[src/rtl/mem_pkg.sv]
// Shared definitions for the SRAM access sequencer: FSM encoding, SRAM bus
// widths and the byte-address to SRAM-word mapping.
package mem_pkg;

    localparam int SRAM_AW = 18;
    localparam int SRAM_DW = 16;
    localparam int WIDX_W  = SRAM_AW - 1;

    localparam logic [1:0] ST_IDLE = 2'd0;
    localparam logic [1:0] ST_LOW  = 2'd1;
    localparam logic [1:0] ST_HIGH = 2'd2;
    localparam logic [1:0] ST_DONE = 2'd3;

    typedef struct packed {
        logic [WIDX_W-1:0] widx;
        logic              err;
    } addr_map_t;

    // The index wraps modulo 2^17; out-of-window or misaligned addresses are
    // flagged but still mapped so the access can run to completion.
    function automatic addr_map_t map_addr(input logic [31:0] addr,
                                           input logic [31:0] base);
        logic [31:0] off;
        addr_map_t   r;
        off    = addr - base;
        r.widx = off[WIDX_W+1:2];
        r.err  = (addr < base) || (addr[1:0] != 2'b00) || (off >= 32'h0008_0000);
        return r;
    endfunction

endpackage

[src/rtl/sram_wait_counter.sv]
// Wait-state counter for one SRAM half-word access; tc flags the last cycle.
module sram_wait_counter #(
    parameter int               CNT_W  = 4,
    parameter logic [CNT_W-1:0] TC_VAL = '0
) (
    input  logic clk,
    input  logic rst,
    input  logic clr,
    input  logic en,
    output logic tc
);

    logic [CNT_W-1:0] cnt_q;
    logic [CNT_W-1:0] cnt_d;

    always_comb begin
        cnt_d = cnt_q;
        if (clr) begin
            cnt_d = '0;
        end else if (en) begin
            cnt_d = cnt_q + 1'b1;
        end
    end

    always_ff @(posedge clk) begin
        if (rst) begin
            cnt_q <= '0;
        end else begin
            cnt_q <= cnt_d;
        end
    end

    assign tc = (cnt_q == TC_VAL);

endmodule

[src/rtl/mem_access_ctrl.sv]
// MEM-stage sequencer: splits each 32-bit load/store into two half-word
// accesses on an asynchronous 16-bit SRAM and stalls the pipeline meanwhile.
module mem_access_ctrl
    import mem_pkg::*;
#(
    parameter int          WAIT_CYCLES = 3,
    parameter logic [31:0] BASE_ADDR   = 32'd1024
) (
    input  logic               clk,
    input  logic               rst,
    input  logic               MEM_R_EN,
    input  logic               MEM_W_EN,
    input  logic [31:0]        ALU_result,
    input  logic [31:0]        ST_val,
    output logic               freeze,
    output logic               ready,
    output logic [31:0]        read_data,
    output logic               addr_err,
    output logic [SRAM_AW-1:0] SRAM_ADDR,
    output logic [SRAM_DW-1:0] SRAM_DQ_out,
    output logic               SRAM_DQ_oe,
    input  logic [SRAM_DW-1:0] SRAM_DQ_in,
    output logic               SRAM_WE_N
);

    logic [1:0]        state_q,     state_d;
    logic [WIDX_W-1:0] widx_q,      widx_d;
    logic [31:0]       data_q,      data_d;
    logic [31:0]       read_data_q, read_data_d;
    logic              store_q,     store_d;
    logic              err_q,       err_d;

    logic      req;
    logic      active;
    logic      tc;
    logic      cnt_clr;
    logic      cnt_en;
    addr_map_t amap;

    assign req    = MEM_R_EN | MEM_W_EN;
    assign amap   = map_addr(ALU_result, BASE_ADDR);
    assign active = (state_q == ST_LOW) || (state_q == ST_HIGH);

    always_comb begin
        state_d     = state_q;
        widx_d      = widx_q;
        data_d      = data_q;
        read_data_d = read_data_q;
        store_d     = store_q;
        err_d       = err_q;
        case (state_q)
            ST_IDLE: begin
                if (req) begin
                    state_d = ST_LOW;
                    widx_d  = amap.widx;
                    err_d   = amap.err;
                    store_d = MEM_W_EN;
                    data_d  = ST_val;
                end
            end
            ST_LOW: begin
                if (tc) begin
                    state_d = ST_HIGH;
                    if (!store_q) begin
                        data_d[15:0] = SRAM_DQ_in;
                    end
                end
            end
            ST_HIGH: begin
                if (tc) begin
                    state_d = ST_DONE;
                    if (!store_q) begin
                        data_d[31:16] = SRAM_DQ_in;
                        read_data_d   = {SRAM_DQ_in, data_q[15:0]};
                    end
                end
            end
            // The pipeline advances on the DONE edge, so the request still
            // visible here belongs to the finished access and is not restarted.
            ST_DONE: state_d = ST_IDLE;
            default: state_d = ST_IDLE;
        endcase
    end

    always_ff @(posedge clk) begin
        if (rst) begin
            state_q     <= ST_IDLE;
            widx_q      <= '0;
            data_q      <= '0;
            read_data_q <= '0;
            store_q     <= 1'b0;
            err_q       <= 1'b0;
        end else begin
            state_q     <= state_d;
            widx_q      <= widx_d;
            data_q      <= data_d;
            read_data_q <= read_data_d;
            store_q     <= store_d;
            err_q       <= err_d;
        end
    end

    assign cnt_clr = (state_d != state_q);
    assign cnt_en  = active && !tc;

    sram_wait_counter #(
        .CNT_W  (4),
        .TC_VAL (4'(WAIT_CYCLES - 1))
    ) u_wait_cnt (
        .clk (clk),
        .rst (rst),
        .clr (cnt_clr),
        .en  (cnt_en),
        .tc  (tc)
    );

    // WE_N is released on the last wait cycle of each half so data is held
    // across the rising strobe.
    always_comb begin
        SRAM_ADDR   = '0;
        SRAM_DQ_out = '0;
        SRAM_DQ_oe  = 1'b0;
        SRAM_WE_N   = 1'b1;
        if (active) begin
            SRAM_ADDR = {widx_q, (state_q == ST_HIGH)};
            if (store_q) begin
                SRAM_DQ_out = (state_q == ST_HIGH) ? data_q[31:16] : data_q[15:0];
                SRAM_DQ_oe  = 1'b1;
                SRAM_WE_N   = tc;
            end
        end
    end

    assign freeze    = req && (state_q != ST_DONE);
    assign ready     = (state_q == ST_DONE);
    assign addr_err  = ready && err_q;
    assign read_data = read_data_q;

endmodule

[config.mk]
export PLATFORM = sky130hd
export DESIGN_NAME = mem_access_ctrl
export DESIGN_NICKNAME = d
export VERILOG_FILES = /design/src/rtl/mem_pkg.sv /design/src/rtl/sram_wait_counter.sv /design/src/rtl/mem_access_ctrl.sv
export SDC_FILE = /design/constraint.sdc
export NUM_CORES = 1
export LEC_CHECK = 0
export ABC_AREA = 1
export CORE_MARGIN = 3
export CORE_UTILIZATION = 46
export DETAILED_ROUTE_END_ITERATION = 8
export GPL_TIMING_DRIVEN = 0
export PLACE_DENSITY = 0.87
export SLEW_MARGIN = 5
export SYNTH_ARGS = -nofsm -noshare
export SYNTH_HDL_FRONTEND = slang
export SYNTH_HIERARCHICAL = 1
export SYNTH_SLANG_ARGS = --single-unit
[constraint.sdc]
create_clock -name clk -period 2.3 [get_ports clk]
set_input_delay 0.345 -clock clk [delete_from_list [all_inputs] [get_ports clk]]
set_output_delay 0.345 -clock clk [all_outputs]
set_load 0.05 [all_outputs]
[After elaboration in Yosys (flattened, before gate mapping)]
Cells that the tools add are included.
Operators by class
  add/subtract/negate cells: 2
  $lt $le $gt $ge: 2
  eq/ne operators: 11
  multiplexer cells: 17
  bitwise logic cells: 2
  reductions and logical operators: 16
Operator list (count)
  $mux 16: 5
  $pmux 16 s2: 2
  $ge 32x20->1 const B: 1
  $lt 32x11->1 const B: 1
  $mux 32: 1
  $sub 32x11->32 const B: 1
  $mux 18: 1
  $ne 2x2->1 const B: 6
  $pmux 2 s4: 1
  $reduce_and 4->1: 2
  $mux 2: 3
  $reduce_bool 2->1: 3
  $add 4x1->4 const B: 1
  $eq 2x2->1 const B: 2
  $eq 4x2->1 const B: 1
  $mux 1: 4
  $logic_and 1x1->1: 3
  $logic_or 1x1->1: 3
  $reduce_and 3->1: 1
  $eq 2x1->1 const B: 1
  $logic_not 2->1: 1
  $ne 2x2->1: 1
  $reduce_and 2->1: 1
  $reduce_or 2->1: 1
  3 further kinds: 3
Word-level totals
  bits in registers: 89
  output and inout bits: 71

[Longest topological paths before layout]
  word-level depth: 5
  mapped depth: 13

[By module]
The synthesis kept the hierarchy.
Modules (own cells, without submodules)
  mem_access_ctrl: instances 1, cells each 666, area an instance 4388.0 sq um, sequential area each 1701.6 sq um
  sram_wait_counter: instances 1, cells each 24, area an instance 186.4 sq um, sequential area each 80.1 sq um

[Least setup slack after synthesis]
No wires, ideal clock.
  path kind: register to output
  start: reg state_q[0]
  end: out SRAM_DQ_out[12]
  data arrival time: 2.388 ns
  data required time: 1.955 ns
  slack: -0.433 ns
  cell stages (with the launch flop): 8
  buffers on the path: 2
  cells stage by stage: dfxtp_1 > inv_1 > ha_1 > inv_1 > buf_2 > clkbuf_1 > o21ai_0 > a21oi_1
On the way
  longest elaborated chain between the ends: 4
  elaborated cells on any way between the ends: 6
  classes of those cells: eq/ne (2); mux (3); reduce/logical (1)
RTL lines
  start, declared: RTL line mem_access_ctrl.sv:26  | logic [1:0] state_q, state_d;
  start signal, assigned: RTL line mem_access_ctrl.sv:94  | state_q <= state_d;
  $eq 2x2->1: RTL line mem_access_ctrl.sv:42, mem_access_ctrl.sv:127
  $mux 16: RTL line mem_access_ctrl.sv:127  | SRAM_DQ_out = (state_q == ST_HIGH) ? data_q[31:16] : data_q[15:0];
  $mux 16: RTL line mem_access_ctrl.sv:126  | if (store_q) begin
  $mux 16 *: RTL line mem_access_ctrl.sv:124  | if (active) begin
  end, declared: RTL line mem_access_ctrl.sv:20  | output logic [SRAM_DW-1:0] SRAM_DQ_out,
Every way passes the cells marked *; elsewhere a longest branch is shown, timed or not.

[Final worst setup path]
  start: reg u_wait_cnt.cnt_q[0]
  end: reg u_wait_cnt.cnt_q[1]
On the way
  longest elaborated chain between the ends: 5
  elaborated cells on any way between the ends: 9
  classes of those cells: add/sub (1); eq/ne (2); mux (3); reduce/logical (3)
RTL lines
  start, declared: RTL line sram_wait_counter.sv:13  | logic [CNT_W-1:0] cnt_q;
  start signal, assigned: RTL line sram_wait_counter.sv:29  | cnt_q <= cnt_d;
  $eq 4x2->1 *: RTL line sram_wait_counter.sv:33  | assign tc = (cnt_q == TC_VAL);
  via tc: RTL line mem_access_ctrl.sv:35  | logic tc;
  $mux 2 (on tied branches): RTL line mem_access_ctrl.sv:70, mem_access_ctrl.sv:62
  $pmux 2 s4 *: RTL line mem_access_ctrl.sv:51  | case (state_q)
  $ne 2x2->1 *: RTL line mem_access_ctrl.sv:103  | assign cnt_clr = (state_d != state_q);
  via cnt_clr: RTL line mem_access_ctrl.sv:36  | logic cnt_clr;
  $reduce_or 2->1 (no source line) *
Mark *: on every way through the listed nets, which the timed path passes. The rest lies on a longest branch.
A chain may end at the register's enable or synchronous reset.

==> flow_summary.json <==
{
  "final.setup.tns_ps": -50.1,
  "min_period_over_period": 1.01,
  "utilization_after_layout": 0.718,
  "tritoncts.num_buffers": 9,
  "placement.setup.worst_slack_ps": -700,
  "power.ir.vdd_worst_uv": 346,
  "result_of_the_run": "finished with violations",
  "synth.net_count": 781,
  "synth_top_flop_cell": "sky130_fd_sc_hd__dfxtp_1",
  "final_nets": 956,
  "pre_repair_dr_iteration_count": 5,
  "required_ps": 2590,
  "synth-seq-cells": 89,
  "cts_max_level": 3,
  "final_layout_size_suffix_gt1_frac": 0.153,
  "power.total_mw": 3.81,
  "final_max_slew_viol_count": 0,
  "crit_path_end_kind": "flip-flop",
  "timing.fmax_mhz": 431,
  "synth-edff-count": 0,
  "place_congestion": 0.892,
  "dp_hpwl_um": 12200,
  "yosysWarningCount": 6,
  "number_of_vias_in_the_routed_layout": 5304,
  "io_buffers": 154,
  "worstHoldPathType": "reg -> reg",
  "synth_sequential_area_ratio": 0.389,
  "setup-violations-final": 3,
  "worstSetupStartpointType": "flip-flop",
  "synthesis.area_per_instance_um2": 6.63,
  "clock_power_share": 0.278,
  "timing.slew.headroom": 0.629,
  "vias_per_cell": 5.31,
  "path_max_fanout": 5,
  "hp-start": "data_q[16]$_SDFFE_PP0P_",
  "cpPeakStageDelay_ps": 360,
  "gr-usage-all-layers": 0.277,
  "intPower_mw": 2.48,
  "netSwitchingPower_mw": 1.33,
  "cts-root-to-sink-buffers": 2,
  "netlist-cell-type-count": 32,
  "yosysTopAreaCell": "sky130_fd_sc_hd__dfxtp_1",
  "tritoncts": "done",
  "worstRegToRegCells": 12,
  "clkTransAtPathRegs_ps": 90,
  "power.combinational.fraction": 0.265,
  "rows": 35,
  "chipHeight_um": 106,
  "synth.top_cell.area_share": 0.389,
  "antenna_found_initial": 0,
  "antennaDiodeCount": 0,
  "worst_r2r_startpoint": "u_wait_cnt/cnt_q[0]$_SDFFE_PP0P_",
  "core_area_mm2": 0.00946,
  "initial_utilization": 0.484,
  "route.final.wire_length_um": 16300,
  "critical-path-top-cell-by-count": "sky130_fd_sc_hd__o21ai_0",
  "grt_max_degree": 19,
  "fin_ws_ps": -20.2,
  "mappedNetlistArea_mm2": 0.00457,
  "maxCapViolations": 0,
  "min_delay_path_depth": 2,
  "seq_power_share": 0.457,
  "wl_per_cell_um": 16.3,
  "worstSkewPairLatency_ps": 370,
  "slowest_stage": "sky130_fd_sc_hd__dfxtp_1",
  "final_cell_mix": "sky130_fd_sc_hd__nand2_1, sky130_fd_sc_hd__clkdlybuf4s50_1, sky130_fd_sc_hd__nor2_1",
  "drcViolationCount": 0,
  "area_growth_syn_to_layout_pct": 48.4,
  "critPathLaunch": "u_wait_cnt/cnt_q[0]$_SDFFE_PP0P_",
  "timing_worst_slew_pin_value_ps": 555,
  "first_iter_violations": 551,
  "final_period_minus_worst_setup_slack_ps": 2320,
  "critPathArrivalTime_ps": 2610,
  "async_set_reset_flop_share_out_of_synthesis": 0,
  "die_area_mm2": 0.0112,
  "grt_pass1_wl_um": 24800,
  "io_pins": 155,
  "cts_sinks": 89,
  "fin_worst_skew_ps": 14.1,
  "crit_path_cell_trace": "inv_1 -> ha_1 -> nor3b_4 -> buf_4 -> nor2_1 -> o21ai_0 -> o21ai_1 -> xor2_1 -> o21ai_0 -> nor2_2 -> o21ai_0 -> a21oi_1",
  "mostFrequentLayoutCell": "sky130_fd_sc_hd__nand2_1",
  "power_leakage_nw": 3.01,
  "failing_checks": "setup timing",
  "synthCells": 690,
  "globalRoute.totalOverflow": 0,
  "first_global_vias": 4981,
  "post_synth_main_area_contributors": "sky130_fd_sc_hd__dfxtp_1, sky130_fd_sc_hd__o21ai_0, sky130_fd_sc_hd__nand2_1",
  "chipWidth_um": 106,
  "detail-route-antenna-nets": 0,
  "cts_root_buffer": "sky130_fd_sc_hd__clkbuf_8",
  "power.density_mw_per_mm2": 561,
  "timing.final.hold_violations": 0,
  "netSwitchingFraction": 0.348,
  "setup.worst_path.class": "reg -> reg"
}
==> metal layers <==
| metal | vias up | track usage | part of all wire |
|---|---|---|---|
| met5 | - | 0 | 0 |
| met1 | 2441 | 0.374 | 0.41 |
| met3 | 36 | 0.0484 | 0.096 |
| met2 | 288 | 0.452 | 0.48 |
| li1 | 2539 | - | - |
| met4 | 0 | 0.0860 | 0.022 |
==> state kept, by name, summed over array words and instances (netlist names) <==
name,cells
data_q,32
read_data,32
widx_q,17
u_wait_cnt/cnt_q,4
state_q,2
err_q,1
store_q,1
==> what timing repair did <==
action,in CTS,in global routing
setup endpoints to repair,39,35
cloned,1,0
setup buffers,6,4
hold buffers,0,0
pin swaps,0,1
resized for setup,211,35
hold endpoints to repair,0,0
==> cell type report <==
cell class              count  area, µm²
fillers                   759       2670
multi-input cells         467       2470
flip-flops and latches     89       1790
repair buffers            165       1580
inverters                  96        360
plain buffers              37        234
well taps                 129        161
clock buffers               9        124
clock inverters             7       71.3
==> power by group through the flow <==
stage	Combinational, mW	Sequential [mW]	Clock [mW]
finish	1.01	1.74	1.06
global route	1.09	1.75	1.11
CTS	0.951	1.73	1.05
detailed placement	0.933	1.77	0
global placement	0.905	1.76	0
floorplan	0.573	1.74	0
==> through the flow <==
step	instances	hold slack (ps)	instance area, µm²
floorplan	690	420	4720
global placement	973	430	6430
detailed placement	973	441	6430
CTS	996	454	6690
global route	999	490	6790
finish	999	461	6790
==> synthesized netlist by cell type (3+ instances only) <==
cell type                    n
sky130_fd_sc_hd__nor2_2      4
sky130_fd_sc_hd__dfxtp_1    89
sky130_fd_sc_hd__nor2_4      3
sky130_fd_sc_hd__nand3_1     9
sky130_fd_sc_hd__ha_1        7
sky130_fd_sc_hd__o21ai_1     4
sky130_fd_sc_hd__clkbuf_1   21
sky130_fd_sc_hd__inv_1      94
sky130_fd_sc_hd__nand2_1   125
sky130_fd_sc_hd__buf_4       5
sky130_fd_sc_hd__nand2_2     3
sky130_fd_sc_hd__nor2_1     96
sky130_fd_sc_hd__o21a_1     16
sky130_fd_sc_hd__a21oi_1    76
sky130_fd_sc_hd__buf_2      10
sky130_fd_sc_hd__xnor2_1     4
sky130_fd_sc_hd__o21ai_0   102
==> worst paths after layout <==
kind	slack [ps]	end
max	-20	u_wait_cnt/cnt_q[1]$_SDFFE_PP0P_
min	460	data_q[16]$_SDFFE_PP0P_
max reg2reg	-20	u_wait_cnt/cnt_q[1]$_SDFFE_PP0P_
min reg2reg	460	data_q[16]$_SDFFE_PP0P_
==> worst max-delay path: cells and delay by family, from the launching register on <==
kind | cells | cell delay [ps]
AND/OR/NAND/NOR | 3 | 610
buffers and inverters | 2 | 250
adder cells (fa/ha/maj) | 1 | 130
AO/OA/AOI/OAI | 5 | 740
XOR/XNOR | 1 | 160
flip-flops | 1 | 360
==> kinds of logic after synthesis <==
family | count (synthesis) | synth area share
adders and majority gates | 7 | 0.0191
buffers and inverters | 134 | 0.118
AOI/OAI and AO/OA | 204 | 0.237
DFF | 89 | 0.389
and+or+nand+nor | 250 | 0.225
xor gates and xnor gates | 6 | 0.0115
(Power assumes the default switching activity.)
